File: config.mk
export PLATFORM = sky130hd
export DESIGN_NAME = dmem_arbiter
export DESIGN_NICKNAME = d
export VERILOG_FILES = /design/src/rtl/dmem_arbiter.sv
export SDC_FILE = /design/constraint.sdc
export NUM_CORES = 1
export LEC_CHECK = 0
export BUFFER_PORTS_ARGS = -buffer_cell sky130_fd_sc_hd__clkbuf_2
export CORE_MARGIN = 1
export CORE_UTILIZATION = 43
export CTS_CLUSTER_DIAMETER = 100
export CTS_CLUSTER_SIZE = 40
export DETAILED_ROUTE_END_ITERATION = 6
export GPL_TIMING_DRIVEN = 0
export PLACE_DENSITY = 0.85
export SLEW_MARGIN = 20
export SYNTH_ARGS = -nofsm -noshare
export SYNTH_HDL_FRONTEND = slang
export SYNTH_SLANG_ARGS = --single-unit
File: constraint.sdc
create_clock -name clk -period 1.5 [get_ports clk]
set_input_delay 0.075 -clock clk [delete_from_list [all_inputs] [get_ports clk]]
set_output_delay 0.075 -clock clk [all_outputs]
set_load 0.02 [all_outputs]
File: src/rtl/dmem_arbiter.sv
// -----------------------------------------------------------------------------
// dmem_arbiter
//
// Shares one single-port data memory between the core load/store path (port C)
// and a DMA/debug loader (port D). Requests are arbitrated round-robin in IDLE.
// Each access then steps through a fixed sequence:
//   IDLE -> ISSUE -> (write) IDLE
//   IDLE -> ISSUE -> WAIT x MEM_LAT -> RESP -> IDLE   (read)
//
// Handshake: a requester holds req together with we/addr/wdata until it sees
// a one-cycle gnt pulse. In the cycle after gnt it either drops req or
// presents a new access. A req that is still high when the arbiter is back in
// IDLE counts as a new access. Reads complete with a one-cycle rvalid pulse.
// rdata then holds its value until that port's next read completes.
//
// Ports:
//   clk, reset          clock; asynchronous active-low reset
//   c_req/c_we/c_addr/c_wdata   core request (in)
//   c_gnt/c_rvalid/c_rdata      core grant, read-valid pulse, read data (out)
//   d_*                 same set of signals for the DMA port
//   mem_wr/mem_rd/mem_addr/mem_wr_data   memory strobes; nonzero only in ISSUE
//   mem_rd_data         memory read data, valid MEM_LAT cycles after mem_rd
//   busy                high in every state except IDLE
//   dbg_state           current FSM state, for observation
// -----------------------------------------------------------------------------
module dmem_arbiter #(
    parameter int DATA_W  = 32,
    parameter int ADDR_W  = 9,
    parameter int MEM_LAT = 1
) (
    input  logic              clk,
    input  logic              reset,
    input  logic              c_req,
    input  logic              c_we,
    input  logic [ADDR_W-1:0] c_addr,
    input  logic [DATA_W-1:0] c_wdata,
    output logic              c_gnt,
    output logic              c_rvalid,
    output logic [DATA_W-1:0] c_rdata,
    input  logic              d_req,
    input  logic              d_we,
    input  logic [ADDR_W-1:0] d_addr,
    input  logic [DATA_W-1:0] d_wdata,
    output logic              d_gnt,
    output logic              d_rvalid,
    output logic [DATA_W-1:0] d_rdata,
    output logic              mem_wr,
    output logic              mem_rd,
    output logic [ADDR_W-1:0] mem_addr,
    output logic [DATA_W-1:0] mem_wr_data,
    input  logic [DATA_W-1:0] mem_rd_data,
    output logic              busy,
    output logic [1:0]        dbg_state
);

    typedef enum logic [1:0] {
        ST_IDLE  = 2'd0,
        ST_ISSUE = 2'd1,
        ST_WAIT  = 2'd2,
        ST_RESP  = 2'd3
    } state_e;

    // Port identifiers used for winner and last_winner.
    localparam logic PORT_C = 1'b0;
    localparam logic PORT_D = 1'b1;

    localparam logic [2:0] LAT_C = 3'(MEM_LAT);

    state_e              state_q, state_d;
    logic                winner_q, winner_d;
    logic                last_winner_q, last_winner_d;
    logic                we_q, we_d;
    logic [ADDR_W-1:0]   addr_q, addr_d;
    logic [DATA_W-1:0]   wdata_q, wdata_d;
    logic [2:0]          cnt_q, cnt_d;
    logic [DATA_W-1:0]   c_rdata_q, c_rdata_d;
    logic [DATA_W-1:0]   d_rdata_q, d_rdata_d;

    logic                pick_c;
    logic                in_issue;
    logic                in_resp;

    // Next-state and datapath latches.
    always_comb begin
        state_d       = state_q;
        winner_d      = winner_q;
        last_winner_d = last_winner_q;
        we_d          = we_q;
        addr_d        = addr_q;
        wdata_d       = wdata_q;
        cnt_d         = cnt_q;
        c_rdata_d     = c_rdata_q;
        d_rdata_d     = d_rdata_q;
        // The core wins when it asks alone, or on a tie when D won last time.
        pick_c        = c_req && (!d_req || (last_winner_q == PORT_D));

        unique case (state_q)
            ST_IDLE: begin
                if (pick_c) begin
                    winner_d      = PORT_C;
                    last_winner_d = PORT_C;
                    we_d          = c_we;
                    addr_d        = c_addr;
                    wdata_d       = c_wdata;
                    state_d       = ST_ISSUE;
                end else if (d_req) begin
                    winner_d      = PORT_D;
                    last_winner_d = PORT_D;
                    we_d          = d_we;
                    addr_d        = d_addr;
                    wdata_d       = d_wdata;
                    state_d       = ST_ISSUE;
                end
            end
            ST_ISSUE: begin
                if (we_q) begin
                    state_d = ST_IDLE;
                end else begin
                    state_d = ST_WAIT;
                    cnt_d   = 3'd1;
                end
            end
            ST_WAIT: begin
                if (cnt_q == LAT_C) begin
                    // Only the winner's read-data register is written.
                    if (winner_q == PORT_C) begin
                        c_rdata_d = mem_rd_data;
                    end else begin
                        d_rdata_d = mem_rd_data;
                    end
                    state_d = ST_RESP;
                end else begin
                    cnt_d = cnt_q + 3'd1;
                end
            end
            ST_RESP: begin
                state_d = ST_IDLE;
            end
            default: begin
                state_d = ST_IDLE;
            end
        endcase
    end

    always_ff @(posedge clk or negedge reset) begin
        if (!reset) begin
            state_q       <= ST_IDLE;
            winner_q      <= PORT_C;
            last_winner_q <= PORT_D;
            we_q          <= 1'b0;
            addr_q        <= '0;
            wdata_q       <= '0;
            cnt_q         <= 3'd0;
            c_rdata_q     <= '0;
            d_rdata_q     <= '0;
        end else begin
            state_q       <= state_d;
            winner_q      <= winner_d;
            last_winner_q <= last_winner_d;
            we_q          <= we_d;
            addr_q        <= addr_d;
            wdata_q       <= wdata_d;
            cnt_q         <= cnt_d;
            c_rdata_q     <= c_rdata_d;
            d_rdata_q     <= d_rdata_d;
        end
    end

    // All outputs are decoded from registered state only. Asserting reset
    // therefore forces them to 0 at once, and an aborted access cannot
    // produce a late gnt or rvalid.
    assign in_issue    = (state_q == ST_ISSUE);
    assign in_resp     = (state_q == ST_RESP);

    assign mem_wr      = in_issue &  we_q;
    assign mem_rd      = in_issue & ~we_q;
    assign mem_addr    = in_issue ? addr_q  : '0;
    assign mem_wr_data = in_issue ? wdata_q : '0;

    assign c_gnt       = in_issue & (winner_q == PORT_C);
    assign d_gnt       = in_issue & (winner_q == PORT_D);
    assign c_rvalid    = in_resp  & (winner_q == PORT_C);
    assign d_rvalid    = in_resp  & (winner_q == PORT_D);

    assign c_rdata     = c_rdata_q;
    assign d_rdata     = d_rdata_q;

    assign busy        = (state_q != ST_IDLE);
    assign dbg_state   = state_q;

endmodule

==> impl_results.md <==
- Outcome: finished, violations left
- Failing checks: setup timing
- Area Overhead vs Synth: 89.55%
- CP Class: flip-flop to output pin
- Final setup vio count: 154
- I/O pins: 234
- Post-synthesis sequential area ratio: 52.02%
- Synth Instances: 472
- Synth area leaders: dfrtp_1 (52%), mux2_1 (13%), a31oi_2 (9.2%), and2_1 (5.1%), o21ai_0 (4.3%)
- # rows: 40
- Design Power: 23680 uW
- Core Area: 12160 um2
- Avg WL per Cell: 24.05 um
- Post-route setup slack: -0.2551 ns
- CP Depth: 6
- Synth Net Count: 594
- FF+latch count, synth: 113
- RSZ-0062 raised after global routing: true
- DRC: 0
- Tightest Pin Transition: 0.5323 ns
- Die Wd: 114.5 um
- Initial antenna violation count: 1
- Post-route ant nets: 0
- Clock root buffer: clkbuf_16
- CP max stage cell: dfrtp_1
- CP cell instances: buf_6 > nor2b_4 > buf_12 > buf_8 > and2_4 > buf_8
- Post-route minimum period: 1.755 ns
- Fill cell count: 502
- # port buffers: 232
- Chip height: 114.5 um
- Worst-Skew Late Latency: 0.42 ns
- Endpoints failing hold: 0
- DPL Wire Length: 10700 um
- Worst-path clk slew: 0.06 ns
- Tcrit/Tclk final: 117.0%
- PD cells: 2298 nW/um2
- Clk_skew: 0.01059 ns
- CTS Sinks: 113
- Startpoint types: flip-flop
- Initial cell density of the core: 44.71%
- Nets: 1002
- Headroom to the max-slew limit: 64.51%
- Final Max Tran Viols: 0
- Syn Area/Cell: 11.52 um2
- Cells on worst reg2reg path: 5
- First-pass GRT wire length: 32130 um
- Total track usage: 32.39%
- Routability cong.: 0.8455
- Design area: 10310 um2
- Largest net degree at the start of global routing: 66
- Synth cell types: 30
- Commonest non-fill, non-tap cell in the layout: clkbuf_2
- Synth warn: 0
- Placed Area: 6887 um2
- DR vias/cell: 5.877
- Critical Path AT: 1.68 ns
- Die ar.: 13100 um2
- Biggest area consumer among synthesized cells: dfrtp_1
- Max cap viols: 0
- Critical Path Max Stage Delay: 0.39 ns
- Share of cells above drive strength 1: 52.63%
- Vias in the first global route: 6126
- Critical Path RT: 1.42 ns
- CP max FO: 8
- CP most frequent cell: buf_8
- Fmax: 569.8 MHz
- Clock buffer depth: 2
- Setup TNS: -26.30 ns
- Worst Hold Class: input pin to asynchronous set/reset pin
- CP top delay family: buffers and inverters
- Finished Layout Cells: 1062
- Worst setup EP type: output pin
- H-tree depth: 4
- Total Routed Length: 25550 um
- DRT iter0 DRCs: 653
- Mapped cell area: 5438 um2
- Worst VDD drop: 0.001159 V
- Leakage: 0.004689 uW
- CP Buf/Inv Count: 4
- DR pass1 iterations: 6
- Post-synth top area share: 51.54%
- CTS tree: built
- Total CTS buffers: 17
- Grt total ovfl: 0
- DR vias: 6241
- Post-Place Cells: 873
- Commonest non-fill, non-tap cells in the layout: clkbuf_2 (192), dlygate4sd3_1 (118), dfrtp_1 (110), o21ai_0 (46), nand3_1 (43)
## per-layer routing
metal  global-route usage [%]  wire length (um)
met5                        0                 0
met4                    16.62              1625
met2                    57.41             12350
met3                    8.576              2718
met1                    35.67              8855
## stage by stage
step | setup slack, ns | util (%) | hold WS [ns]
finish | -0.2551 | 84.75 | 0.1813
global route | -0.3237 | 84.75 | 0.2005
CTS | -0.2469 | 76.03 | 0.1684
detailed placement | -0.5576 | 56.63 | 0.04711
global placement | -1.220 | 56.33 | 0.3049
floorplan | -0.05159 | - | -0.2206
## path summary, 6_finish.rpt
kind	start	end	slack (ns)
min reg2reg	d_rdata[8]	d_rdata[8]	0.50
min in group clk	d_req	addr_q[5]	0.35
max in group asynchronous	reset	last_winner_q	0.61
min	reset	d_rdata[23]	0.18
max	flip-flop	mem_addr[3]	-0.26
max reg2reg	cnt_q[0]	d_rdata[26]	-0.22
## cell type report
type | instances | area (um2) | share of cell area [%]
sequential | 113 | 2831 | 27.47
antenna | 1 | 2.502 | 0.02428
timing repair buffer | 389 | 3294 | 31.96
inverter | 5 | 18.77 | 0.1821
clock buffer | 22 | 464.2 | 4.504
multi-input combinational | 310 | 2890 | 28.04
buffer | 44 | 461.7 | 4.479
tap | 168 | 210.2 | 2.039
clock inverter | 10 | 133.9 | 1.299
## where the power goes
| group | total, uW | leakage (uW) | internal [uW] | switching, uW |
|---|---|---|---|---|
| Combinational | 13700 | 0.00310 | 6880 | 6810 |
| Clock | 4170 | 0.000290 | 2690 | 1480 |
| Sequential | 5820 | 0.00130 | 4610 | 1210 |
| Total | 23700 | 0.00469 | 14200 | 9500 |
## synth_stat cells
| cell | n |
|---|---|
| dfstp_2 | 1 |
| nor2b_1 | 2 |
| and2_1 | 44 |
| o311a_1 | 1 |
| buf_2 | 10 |
| inv_1 | 5 |
| and2b_1 | 1 |
| a31oi_1 | 2 |
| o31ai_1 | 1 |
| a31oi_2 | 40 |
| mux2_1 | 64 |
| nand2_1 | 3 |
| clkbuf_1 | 28 |
| or2_0 | 1 |
| o21ai_0 | 47 |
| nand3b_1 | 1 |
| nand4b_2 | 1 |
| and3_1 | 1 |
| nor2_1 | 4 |
| dfrtp_1 | 112 |
| a21oi_1 | 42 |
| nand3_1 | 43 |
| buf_6 | 6 |
| o211ai_1 | 1 |
| o21a_1 | 2 |
| ha_1 | 2 |
| nor2_2 | 2 |
| nand4bb_1 | 1 |
| o311ai_0 | 1 |
| nand2b_1 | 3 |
## worst reg2reg max path: cells and delay by family, from the launching register on
kind                     cells  cell delay (ns)
flip-flops                   1             0.44
AND/OR/NAND/NOR              2             0.41
multiplexers                 1             0.37
buffers and inverters        1             0.19
adder cells (fa/ha/maj)      1             0.19
## registers in the layout (all words and copies together), names as in the netlist, named ones only
register and cells:
winner_q 1, dbg_state 1, wdata_q 32, cnt_q 3, c_rdata 32, addr_q 9
d_rdata 32, last_winner_q 1, we_q 1
## what timing repair did
action | in CTS | in global routing
gates resized for setup | 124 | 219
hold endpoints to repair | 154 | 0
cloned | 2 | 10
endpoints found under the setup margin | 153 | 155
buffers inserted | 11 | 16
hold buffers | 118 | 0
pin swaps | 24 | 9
## kinds of logic after synthesis
kind of cell	count (synthesis)	share of synthesized area [%]
buffers and inverters	49	4.441
adder cells (fa/ha/maj)	2	0.4601
AO/OA/AOI/OAI	137	18.52
flip-flops	113	52.02
AND/OR/NAND/NOR	107	11.30
multiplexers	64	13.25
No activity file was read; power rests on OpenSTA's default activity.
